**src/rtl/l2t_sii_req_rcv_if.sv**
```systemverilog
// SII->L2T inbound request bundle for one L2 bank.
// Carries the request word stream, the IQ/WIB head views and pops, the
// credit-return pulses and the sticky error flags.
//   master : SII side plus downstream consumer (drives stream and pops)
//   slave  : l2t_sii_req_rcv (drives queue heads, credits, errors)
interface l2t_sii_req_rcv_if;
  logic         sii_l2t_req_vld;
  logic [31:0]  sii_l2t_req;
  logic         iq_pop;
  logic         iq_vld;
  logic [63:0]  iq_hdr;
  logic [63:0]  iq_data;
  logic         wib_pop;
  logic         wib_vld;
  logic [511:0] wib_data;
  logic         l2t_sii_iq_dequeue;
  logic         l2t_sii_wib_dequeue;
  logic         ovf_err;
  logic         proto_err;

  modport master (
    output sii_l2t_req_vld, sii_l2t_req, iq_pop, wib_pop,
    input  iq_vld, iq_hdr, iq_data, wib_vld, wib_data,
           l2t_sii_iq_dequeue, l2t_sii_wib_dequeue, ovf_err, proto_err
  );

  modport slave (
    input  sii_l2t_req_vld, sii_l2t_req, iq_pop, wib_pop,
    output iq_vld, iq_hdr, iq_data, wib_vld, wib_data,
           l2t_sii_iq_dequeue, l2t_sii_wib_dequeue, ovf_err, proto_err
  );
endinterface

```
**src/rtl/l2t_sii_req_rcv.sv**
```systemverilog
// L2T-side receiver for SII inbound requests (one per L2 bank).
// Reassembles the 32-bit word stream (2 header words + 0/2/16 data words)
// into a 64-bit header plus payload, queues it in the IQ (and, for WRI, the
// WIB), and returns one-cycle dequeue pulses as credits to SII.
// Ports:
//   iol2clk : clock, all state on rising edge
//   rst_l   : asynchronous active-low reset
//   sii     : request bundle (slave side), see l2t_sii_req_rcv_if

// Simple FIFO: pointers carry an extra wrap bit, so occupancy is wr-rd.
module l2t_sii_req_rcv_fifo #(
  parameter int DEPTH = 4,
  parameter int W     = 64
) (
  input  logic                     clk,
  input  logic                     rst_n,
  input  logic                     push,
  input  logic                     pop,
  input  logic [W-1:0]             din,
  output logic [W-1:0]             dout,
  output logic [$clog2(DEPTH):0]   cnt
);
  localparam int AW = $clog2(DEPTH);
  localparam int IW = (AW > 0) ? AW : 1;

  logic [AW:0]   wr_ptr, rd_ptr;
  logic [IW-1:0] wr_idx, rd_idx;
  logic [W-1:0]  mem [DEPTH];

  if (AW == 0) begin : g_one
    assign wr_idx = '0;
    assign rd_idx = '0;
  end else begin : g_many
    assign wr_idx = wr_ptr[AW-1:0];
    assign rd_idx = rd_ptr[AW-1:0];
  end

  always_ff @(posedge clk or negedge rst_n) begin
    if (!rst_n) begin
      wr_ptr <= '0;
      rd_ptr <= '0;
    end else begin
      if (push) wr_ptr <= wr_ptr + 1'b1;
      if (pop)  rd_ptr <= rd_ptr + 1'b1;
    end
  end

  always_ff @(posedge clk) begin
    if (push) mem[wr_idx] <= din;
  end

  assign dout = mem[rd_idx];
  assign cnt  = wr_ptr - rd_ptr;
endmodule

module l2t_sii_req_rcv #(
  parameter int IQ_DEPTH  = 4,
  parameter int WIB_DEPTH = 2
) (
  input  logic          iol2clk,
  input  logic          rst_l,
  l2t_sii_req_rcv_if.slave sii
);
  localparam int IQ_AW  = $clog2(IQ_DEPTH);
  localparam int WIB_AW = $clog2(WIB_DEPTH);
  localparam logic [2:0] CMD_RD  = 3'b001;
  localparam logic [2:0] CMD_WR8 = 3'b100;
  localparam logic [2:0] CMD_WRI = 3'b010;

  typedef enum logic [1:0] {IDLE, HDR0, HDR1, DATA} state_t;
  state_t state, state_nxt;

  logic [31:0]  hdr_hi, hdr_lo;
  logic [511:0] line;          // data shift register, word0 ends up at the top
  logic [3:0]   cnt;
  logic         is_wri, is_wr8, drop;
  logic         push_iq, push_wib;
  logic         iq_vld_q, wib_vld_q, iq_deq, wib_deq, ovf_q, proto_q;

  logic [IQ_AW:0]    iq_cnt;
  logic [WIB_AW:0]   wib_cnt;
  logic [IQ_AW+1:0]  iq_occ;
  logic [WIB_AW+1:0] wib_occ;
  logic [127:0]      iq_head;
  logic [511:0]      wib_head;

  logic [2:0] cmd;
  logic       is_rd_c, is_wr8_c, is_wri_c, legal, iq_room, wib_room, accept;
  logic       iq_pop_ok, wib_pop_ok, last_word, commit;

  assign iq_pop_ok  = sii.iq_pop  && iq_vld_q;
  assign wib_pop_ok = sii.wib_pop && wib_vld_q;

  // Occupancy as it will be after this edge: counts the push in flight and
  // any pop happening in the same cycle. Drives both the space check and vld.
  assign iq_occ  = {1'b0, iq_cnt} + (IQ_AW+2)'(push_iq) - (IQ_AW+2)'(iq_pop_ok);
  assign wib_occ = {1'b0, wib_cnt} + (WIB_AW+2)'(push_wib) - (WIB_AW+2)'(wib_pop_ok);
  assign iq_room  = iq_occ  < (IQ_AW+2)'(IQ_DEPTH);
  assign wib_room = wib_occ < (WIB_AW+2)'(WIB_DEPTH);

  // Decode happens in HDR1, when hdr_hi already holds header[63:32].
  assign cmd      = hdr_hi[31:29];
  assign is_rd_c  = (cmd == CMD_RD);
  assign is_wr8_c = (cmd == CMD_WR8);
  assign is_wri_c = (cmd == CMD_WRI);
  assign legal    = is_rd_c || is_wr8_c || is_wri_c;
  assign accept   = legal && iq_room && (!is_wri_c || wib_room);

  always_comb begin
    state_nxt = state;
    last_word = 1'b0;
    case (state)
      IDLE: if (sii.sii_l2t_req_vld) state_nxt = HDR0;
      HDR0: state_nxt = HDR1;
      HDR1: begin
        if (!legal || is_rd_c) begin
          state_nxt = IDLE;
          last_word = is_rd_c;
        end else begin
          state_nxt = DATA;
        end
      end
      DATA: begin
        if (cnt == 4'd0) begin
          state_nxt = IDLE;
          last_word = 1'b1;
        end
      end
      default: state_nxt = IDLE;
    endcase
  end

  // RD completes in HDR1 so its accept decision is used directly; data
  // packets use the decision latched into drop at HDR1.
  assign commit = last_word && ((state == HDR1) ? accept : !drop);

  always_ff @(posedge iol2clk or negedge rst_l) begin
    if (!rst_l) begin
      state     <= IDLE;
      hdr_hi    <= '0;
      hdr_lo    <= '0;
      line      <= '0;
      cnt       <= '0;
      is_wri    <= 1'b0;
      is_wr8    <= 1'b0;
      drop      <= 1'b0;
      push_iq   <= 1'b0;
      push_wib  <= 1'b0;
      iq_vld_q  <= 1'b0;
      wib_vld_q <= 1'b0;
      iq_deq    <= 1'b0;
      wib_deq   <= 1'b0;
      ovf_q     <= 1'b0;
      proto_q   <= 1'b0;
    end else begin
      state <= state_nxt;
      case (state)
        HDR0: hdr_hi <= sii.sii_l2t_req;
        HDR1: begin
          hdr_lo <= sii.sii_l2t_req;
          is_wri <= is_wri_c;
          is_wr8 <= is_wr8_c;
          drop   <= !accept;
          cnt    <= is_wri_c ? 4'd15 : 4'd1;
        end
        DATA: begin
          line <= {line[479:0], sii.sii_l2t_req};
          cnt  <= cnt - 4'd1;
        end
        default: ;
      endcase
      // Header/line registers stay stable through the push cycle: the next
      // packet cannot reach HDR0 before then.
      push_iq  <= commit;
      push_wib <= commit && (state == DATA) && is_wri;
      iq_vld_q  <= (iq_occ  != '0);
      wib_vld_q <= (wib_occ != '0);
      iq_deq    <= iq_pop_ok;
      wib_deq   <= wib_pop_ok;
      if (state == HDR1 && legal && !accept) ovf_q <= 1'b1;
      if ((sii.sii_l2t_req_vld && state != IDLE) || (state == HDR1 && !legal))
        proto_q <= 1'b1;
    end
  end

  l2t_sii_req_rcv_fifo #(.DEPTH(IQ_DEPTH), .W(128)) u_iq (
    .clk   (iol2clk),
    .rst_n (rst_l),
    .push  (push_iq),
    .pop   (iq_pop_ok),
    .din   ({hdr_hi, hdr_lo, (is_wr8 ? line[63:0] : 64'd0)}),
    .dout  (iq_head),
    .cnt   (iq_cnt)
  );

  l2t_sii_req_rcv_fifo #(.DEPTH(WIB_DEPTH), .W(512)) u_wib (
    .clk   (iol2clk),
    .rst_n (rst_l),
    .push  (push_wib),
    .pop   (wib_pop_ok),
    .din   (line),
    .dout  (wib_head),
    .cnt   (wib_cnt)
  );

  // Heads are forced to 0 while empty so nothing stale leaks out after reset.
  assign sii.iq_vld              = iq_vld_q;
  assign sii.iq_hdr              = iq_vld_q  ? iq_head[127:64] : 64'd0;
  assign sii.iq_data             = iq_vld_q  ? iq_head[63:0]   : 64'd0;
  assign sii.wib_vld             = wib_vld_q;
  assign sii.wib_data            = wib_vld_q ? wib_head        : 512'd0;
  assign sii.l2t_sii_iq_dequeue  = iq_deq;
  assign sii.l2t_sii_wib_dequeue = wib_deq;
  assign sii.ovf_err             = ovf_q;
  assign sii.proto_err           = proto_q;
endmodule

```
**src/flat_wrapper.sv**
```systemverilog
// flat-port wrapper written by rule: the top's interface ports become plain ports
module l2t_sii_req_rcv_flat 
#(
  parameter int IQ_DEPTH  = 4,
  parameter int WIB_DEPTH = 2
)
  (iol2clk, rst_l, sii_sii_l2t_req_vld, sii_sii_l2t_req, sii_iq_pop, sii_wib_pop, sii_iq_vld, sii_iq_hdr, sii_iq_data, sii_wib_vld, sii_wib_data, sii_l2t_sii_iq_dequeue, sii_l2t_sii_wib_dequeue, sii_ovf_err, sii_proto_err);
  l2t_sii_req_rcv_if sii_i ();
  input  logic iol2clk;
  input  logic rst_l;
  input wire logic [$bits(sii_i.sii_l2t_req_vld)-1:0] sii_sii_l2t_req_vld;
  input wire logic [$bits(sii_i.sii_l2t_req)-1:0] sii_sii_l2t_req;
  input wire logic [$bits(sii_i.iq_pop)-1:0] sii_iq_pop;
  input wire logic [$bits(sii_i.wib_pop)-1:0] sii_wib_pop;
  output wire logic [$bits(sii_i.iq_vld)-1:0] sii_iq_vld;
  output wire logic [$bits(sii_i.iq_hdr)-1:0] sii_iq_hdr;
  output wire logic [$bits(sii_i.iq_data)-1:0] sii_iq_data;
  output wire logic [$bits(sii_i.wib_vld)-1:0] sii_wib_vld;
  output wire logic [$bits(sii_i.wib_data)-1:0] sii_wib_data;
  output wire logic [$bits(sii_i.l2t_sii_iq_dequeue)-1:0] sii_l2t_sii_iq_dequeue;
  output wire logic [$bits(sii_i.l2t_sii_wib_dequeue)-1:0] sii_l2t_sii_wib_dequeue;
  output wire logic [$bits(sii_i.ovf_err)-1:0] sii_ovf_err;
  output wire logic [$bits(sii_i.proto_err)-1:0] sii_proto_err;
  assign sii_i.sii_l2t_req_vld = sii_sii_l2t_req_vld;
  assign sii_i.sii_l2t_req = sii_sii_l2t_req;
  assign sii_i.iq_pop = sii_iq_pop;
  assign sii_i.wib_pop = sii_wib_pop;
  assign sii_iq_vld = sii_i.iq_vld;
  assign sii_iq_hdr = sii_i.iq_hdr;
  assign sii_iq_data = sii_i.iq_data;
  assign sii_wib_vld = sii_i.wib_vld;
  assign sii_wib_data = sii_i.wib_data;
  assign sii_l2t_sii_iq_dequeue = sii_i.l2t_sii_iq_dequeue;
  assign sii_l2t_sii_wib_dequeue = sii_i.l2t_sii_wib_dequeue;
  assign sii_ovf_err = sii_i.ovf_err;
  assign sii_proto_err = sii_i.proto_err;
  l2t_sii_req_rcv #(.IQ_DEPTH(IQ_DEPTH), .WIB_DEPTH(WIB_DEPTH)) u_core (.iol2clk(iol2clk), .rst_l(rst_l), .sii(sii_i));
endmodule
```
**config.mk**
```make
export PLATFORM = sky130hd
export DESIGN_NAME = l2t_sii_req_rcv_flat
export DESIGN_NICKNAME = d
export VERILOG_FILES = /design/src/rtl/l2t_sii_req_rcv_if.sv /design/src/rtl/l2t_sii_req_rcv.sv /design/src/flat_wrapper.sv
export SDC_FILE = /design/constraint.sdc
export NUM_CORES = 2
export LEC_CHECK = 0
export CAP_MARGIN = 20
export CELL_PAD_IN_SITES_DETAIL_PLACEMENT = 0
export CELL_PAD_IN_SITES_GLOBAL_PLACEMENT = 1
export CORE_MARGIN = 3
export CORE_UTILIZATION = 41
export CTS_BUF_LIST = sky130_fd_sc_hd__clkbuf_16
export CTS_CLUSTER_DIAMETER = 100
export DETAILED_ROUTE_END_ITERATION = 10
export DONT_BUFFER_PORTS = 1
export GPL_TIMING_DRIVEN = 0
export PLACE_DENSITY = 0.66
export SLEW_MARGIN = 20
export SYNTH_ARGS = -nofsm -noshare
export SYNTH_HDL_FRONTEND = slang
export SYNTH_SLANG_ARGS = --single-unit
```
**constraint.sdc**
```tcl
create_clock -name iol2clk -period 52.5 [get_ports iol2clk]
set_input_delay 10.5 -clock iol2clk [delete_from_list [all_inputs] [get_ports iol2clk]]
set_output_delay 10.5 -clock iol2clk [all_outputs]
set_load 0.01 [all_outputs]
```
# Yosys cells after proc, flatten, opt, wreduce, memory -nomap -nowiden
# Memories as Yosys holds them, arrays and structs flattened.
# Index checks and enable logic that the tools add are counted.
# W data, S select, Z words.
dict set report totals {
  wordCells 88
  mem_count 2
  mem_bits_rw 1536
  register_bits 603
}
# memory depth word_bits rd rd_clocked_by_memory_dff wr line_no
set mem_list {}
lappend mem_list {u_core.u_wib.mem 2 512 1 0 1 l2t_sii_req_rcv.sv:28} ;# logic [W-1:0] mem [DEPTH];
lappend mem_list {u_core.u_iq.mem 4 128 1 0 1 l2t_sii_req_rcv.sv:28}
dict set report op_classes {
  order_cmp 2
  add_sub_neg 11
  eq_ne 8
  n_reduce_logical 27
  n_mux 18
}
# op n
set op_table {}
lappend op_table {{$mux W512} 1}
lappend op_table {{$mux W64} 3}
lappend op_table {{$logic_and A1 B1 Y1} 11}
lappend op_table {{$pmux W2 S4} 1}
lappend op_table {{$pmux W4 S2} 1}
lappend op_table {{$mux W1} 7}
lappend op_table {{$add A3 B1 Y3 const B} 2}
lappend op_table {{$mux W2} 3}
lappend op_table {{$logic_or A1 B1 Y1} 5}
lappend op_table {{$add A2 B1 Y2 const B} 2}
lappend op_table {{$add A3 B1 Y4} 1}
lappend op_table {{$eq A2 B2 Y1 const B} 2}
lappend op_table {{$logic_not A1 Y1} 4}
lappend op_table {{$logic_not A4 Y1} 1}
lappend op_table {{$lt A4 B3 Y1 const B} 1}
lappend op_table {{$mux W4} 1}
lappend op_table {{$reduce_bool A2 Y1} 2}
lappend op_table {{$reduce_bool A4 Y1} 1}
lappend op_table {{$sub A4 B1 Y4} 1}
lappend op_table {{$sub A4 B1 Y4 const B} 1}
lappend op_table {{$add A2 B1 Y3} 1}
lappend op_table {{$eq A3 B1 Y1 const B} 1}
lappend op_table {{$eq A3 B2 Y1 const B} 1}
lappend op_table {{$eq A3 B3 Y1 const B} 1}
lappend op_table {{11 further kinds} 11}

# Longest topological paths before layout
dict set report logic_depth {
  word_depth 10
  ltp_mapped 11
  mapped_depth_nobuf 11
}

# Cells and area by module
# From an unflattened synthesis, not the netlist that was laid out.
dict set report unflattened {
  hier_cells 5489
  hier_area_um2 85100.4
}
# module area_per_inst_um2 cells_each seq_area_each_um2 n_inst
set modules_own_cells {}
lappend modules_own_cells {{l2t_sii_req_rcv_fifo at u_core.u_wib} 39116.3 1609 30849.6 1}
lappend modules_own_cells {l2t_sii_req_rcv 27143.5 3181 14839.2 1}
lappend modules_own_cells {{l2t_sii_req_rcv_fifo at u_core.u_iq} 18840.6 699 15524.9 1}

# Worst setup path after synthesis
# No wires, ideal clock.
dict set report synth_timing {
  path_kind {reg-to-reg}
  startpoint {register u_core.u_wib.wr_ptr[0]}
  endpoint {memory u_core.u_wib.mem[1][0] (enable)}
  path_stages_with_launch 3
  arrival_ns 21.781
  setup_slack_ns 29.311
  cell_sequence {dfrtp_1 inv_1 nor2_1}
}
# item line_no
set synth_lines {}
lappend synth_lines {{start: declaration} l2t_sii_req_rcv.sv:26} ;# logic [AW:0] wr_ptr, rd_ptr;
lappend synth_lines {{start signal: assignment} l2t_sii_req_rcv.sv:43} ;# if (push) wr_ptr <= wr_ptr + 1'b1;
lappend synth_lines {{end: declaration} l2t_sii_req_rcv.sv:28}
# Straight into the memory's write port.

# Worst setup path in the final report
dict set report layout_timing {
  startpoint {register u_core.wib_vld_q, in the netlist u_core.sii.wib_vld}
  endpoint {output sii_wib_data[38]}
}
dict set report layout_via {
  elab_chain_cells 1
}
# item line_no
set layout_lines {}
lappend layout_lines {{start: declaration} l2t_sii_req_rcv.sv:78} ;# logic iq_vld_q, wib_vld_q, iq_deq, wib_deq, ovf_q, proto_q;
lappend layout_lines {{start signal: assignment} l2t_sii_req_rcv.sv:177} ;# wib_vld_q <= (wib_occ != '0);
lappend layout_lines {{$mux W512} l2t_sii_req_rcv.sv:211} ;# assign sii.wib_data = wib_vld_q ? wib_head : 512'd0;
lappend layout_lines {{end: declaration} flat_wrapper.sv:19} ;# output wire logic [$bits(sii_i.wib_data)-1:0] sii_wib_data;
# Every way passes these cells.

==> impl_metrics.json <==
{
  "outcome": "finished clean",
  "synth-adder-area-share": 0.00286,
  "grt_max_degree": 228,
  "post-route-cell-area_mm2": 0.0946,
  "syn_area_per_cell_um2": 15.0,
  "path_cells": "clkbuf_2 > buf_16 > clkbuf_1 > clkbuf_1 > nor2b_1",
  "netlist.area_leader.share": 0.560,
  "ys_seq_elements": 2139,
  "rows": 163,
  "power.density_mw_per_mm2": 55.1,
  "grt_pass1_wl_um": 316000,
  "cp_slowest_stage_delay_ps": 730,
  "max-slew-margin-rel": 0.296,
  "worstSetupStartpointType": "register",
  "yosys.area_share.simple": 0.126,
  "vias": 43600,
  "post_cts_buffers": 0,
  "drt-initial-drc-count": 3130,
  "area_growth_syn_to_layout_pct": 14.9,
  "critPathRequiredTime_ps": 42000,
  "clock-sinks": 2139,
  "die_h_um": 454,
  "worstHoldStart": "u_core.push_wib$_DFF_PN0_",
  "switching_power_mw": 1.79,
  "tritoncts": "yes",
  "ant_nets": 0,
  "slew_violations": 0,
  "rsz0062_at_grt": "no",
  "synth_top_area_cell": "edfxtp_1",
  "drv_cap": 0,
  "crit_fanout": 10,
  "synth_compound_area_frac": 0.00190,
  "synthXorXnorAreaFrac": 0.00200,
  "dieWidth_um": 454,
  "path_common_cell": "clkbuf_1",
  "p_leak_nw": 37.8,
  "layout-drive-gt1-share": 0.131,
  "clk_pin_slew_worst_paths_ps": 60,
  "gr-total-overflow": 0,
  "cts_buffer_depth": 3,
  "multi_input_area_mm2": 0.0197,
  "hold_violations": 0,
  "placed_cell_area_mm2": 0.0874,
  "dieArea_mm2": 0.206,
  "synth_area_mm2": 0.0824,
  "place_congestion": 0.818,
  "cts_buffers": 220,
  "finalClockSkew_ps": 41.3,
  "period_needed_ps": 14650,
  "coreArea_mm2": 0.198,
  "drc": 0,
  "firstDrtPassIters": 7,
  "vias_per_cell": 5.05,
  "routedWlPerCell_um": 25.7,
  "r2r_start": "u_core.sii.wib_vld$_DFF_PN0_",
  "final_nets": 5839,
  "fmax_mhz": 68.3,
  "port_buffers": 0,
  "slowest_stage": "clkbuf_1",
  "worst_slew_pin_slew_ps": 1060,
  "seq_area_mm2": 0.0612,
  "io_pins": 683,
  "drt_wl_total_um": 222000,
  "power_frac_comb": 0.261,
  "yosysSeqAreaShare": 0.743,
  "setup_violations": 0,
  "synthTopCellsByArea": "edfxtp_1 (56%), dfrtp_1 (18%), nand2_1 (7.1%)",
  "min_path_type": "reg2reg",
  "syn_inst": 5492,
  "critPathBufInv": 4,
  "cp-end-kind": "output pin",
  "cell_internal_pwr_mw": 3.42,
  "switching_share": 0.344,
  "pre_cts_slack_ps": 38470,
  "p_total_mw": 5.21,
  "sequentialPowerShare": 0.446,
  "cts_root_buffer": "clkbuf_16",
  "grt_pass1_vias": 44100,
  "syn_nets": 5546,
  "start_util": 0.415,
  "worst_slack_ps": 37850,
  "ys_types": 38,
  "p_clk_frac": 0.294,
  "min_period_over_period": 0.279,
  "cts_hold_buf": 0,
  "setup_tns_ps": 0,
  "path_delay_family": "buffers and inverters",
  "gr-usage-all-layers": 0.213,
  "crit_type": "reg2out",
  "critPathLaunch": "u_core.sii.wib_vld$_DFF_PN0_",
  "ys_warn_count": 0,
  "worst_skew_pair.late_latency_ps": 870,
  "fillCellCount": 17200,
  "ir_drop_uv": 31.8,
  "synth_top_family_by_area": "simple AND/OR/NAND/NOR gates",
  "antenna_found_initial": 5,
  "cts-htree-levels": 4,
  "cts.repair.resized": 0,
  "hpwl_um": 159000,
  "cp.arrival_ps": 4150,
  "muxShareOfSynthArea": 0.106
}
-- Yosys cell counts (all sizes together) --
library cell / count
a21o: 2
a21oi: 9
a22o: 1
a22oi: 1
a31o: 2
and2: 198
and3: 1
and4: 2
buf: 190
clkbuf: 97
dfrtp: 603
edfxtp: 1536
fa: 3
ha: 14
inv: 21
mux2: 64
mux2i: 513
mux4: 128
nand2: 1548
nand2b: 3
nand4b: 1
nor2: 8
nor2b: 512
nor3: 1
nor3b: 2
nor4b: 1
o21a: 1
o21ai: 7
o21bai: 1
o31ai: 1
or3: 1
or3b: 2
xnor2: 9
xor2: 9
-- sequential cells by signal, indices dropped and copies added (netlist names), 2 cells and up --
signal	flops
u_core.line	512
u_core.state	2
u_core.hdr_hi	32
u_core.cnt	4
u_core.u_iq.rd_ptr	3
u_core.u_iq.mem	512
u_core.u_iq.wr_ptr	3
u_core.hdr_lo	32
u_core.u_wib.rd_ptr	2
u_core.u_wib.wr_ptr	2
u_core.u_wib.mem	1024
-- worst paths after layout --
check                                                     end  slack [ps]  cells past startpoint
min reg2reg                u_core.u_wib.wr_ptr[0]$_DFFE_PN0P_         470                      1
max                                          sii_wib_data[38]       37850                      5
max in group asynchronous        u_core.line[417]$_DFFE_PN0P_       41010                      3
min                        u_core.u_wib.wr_ptr[0]$_DFFE_PN0P_         470                      1
min in group asynchronous        u_core.line[108]$_DFFE_PN0P_        9350                      0
max reg2reg                           u_core.drop$_DFFE_PN0P_       49120                     12
-- final cells by class --
type | count | share of cell area
antenna | 3 | 0.0000793
sequential | 2139 | 0.647
buffer | 287 | 0.0148
clock buffer | 222 | 0.0587
timing repair buffer | 71 | 0.0184
inverter | 21 | 0.000833
multi-input combinational | 3045 | 0.208
tap | 2640 | 0.0349
clock inverter | 198 | 0.0172
-- power by group through the flow --
stage               Sequential (mW)  Clock, mW  Combinational (mW)
CTS                            2.33       1.57                1.40
global route                   2.35       1.64                1.48
global placement               2.35          0                1.37
floorplan                      2.23          0               0.947
finish                         2.32       1.53                1.36
detailed placement             2.36          0                1.39
-- routing by layer --
metal	global-route usage	vias to the layer above	wire [um]
li1	-	19800	-
met1	0.262	22600	88400
met2	0.379	998	116000
met3	0.0387	269	10300
met4	0.0699	0	7500
met5	0	-	0
-- cell usage in the layout, fill, tap and decap left out, types with 4 or more instances in the layout --
cell and count:
nand2_1 1548, edfxtp_1 1536, dfrtp_1 603, mux2i_1 513, nor2b_1 512, clkbuf_16 222, and2_1 194, buf_2 177
mux4_2 128, clkbuf_1 94, inv_1 80, mux2_2 62, clkinv_1 46, clkinv_2 45, buf_16 43, buf_12 28
bufinv_16 20, ha_1 14, buf_6 13, xor2_1 9, a21oi_1 9, clkinvlp_4 9, xnor2_1 8, o21ai_0 7
nor2_1 6, clkinv_16 6, and2_4 4, clkinv_4 4
-- cell families (layout without fill, tap and decap cells) --
| family | after synthesis | after routing |
|---|---|---|
| simple gates | 2280 | 2280 |
| mux | 705 | 705 |
| other cells | 0 | 3 |
| compound gates | 25 | 25 |
| buf+inv | 308 | 799 |
| xor+xnor | 18 | 18 |
| fa+ha+maj | 17 | 17 |
| flops | 2139 | 2139 |
-- metrics by stage --
step | utilization | hold WS (ps) | std cells
finish | 0.477 | 466 | 8626
global route | 0.477 | 485 | 8624
CTS | 0.477 | 466 | 8622
global placement | 0.432 | 451 | 8132
detailed placement | 0.441 | 458 | 8202
floorplan | - | 442 | 5492
No activity file was read; power rests on OpenSTA's default activity.
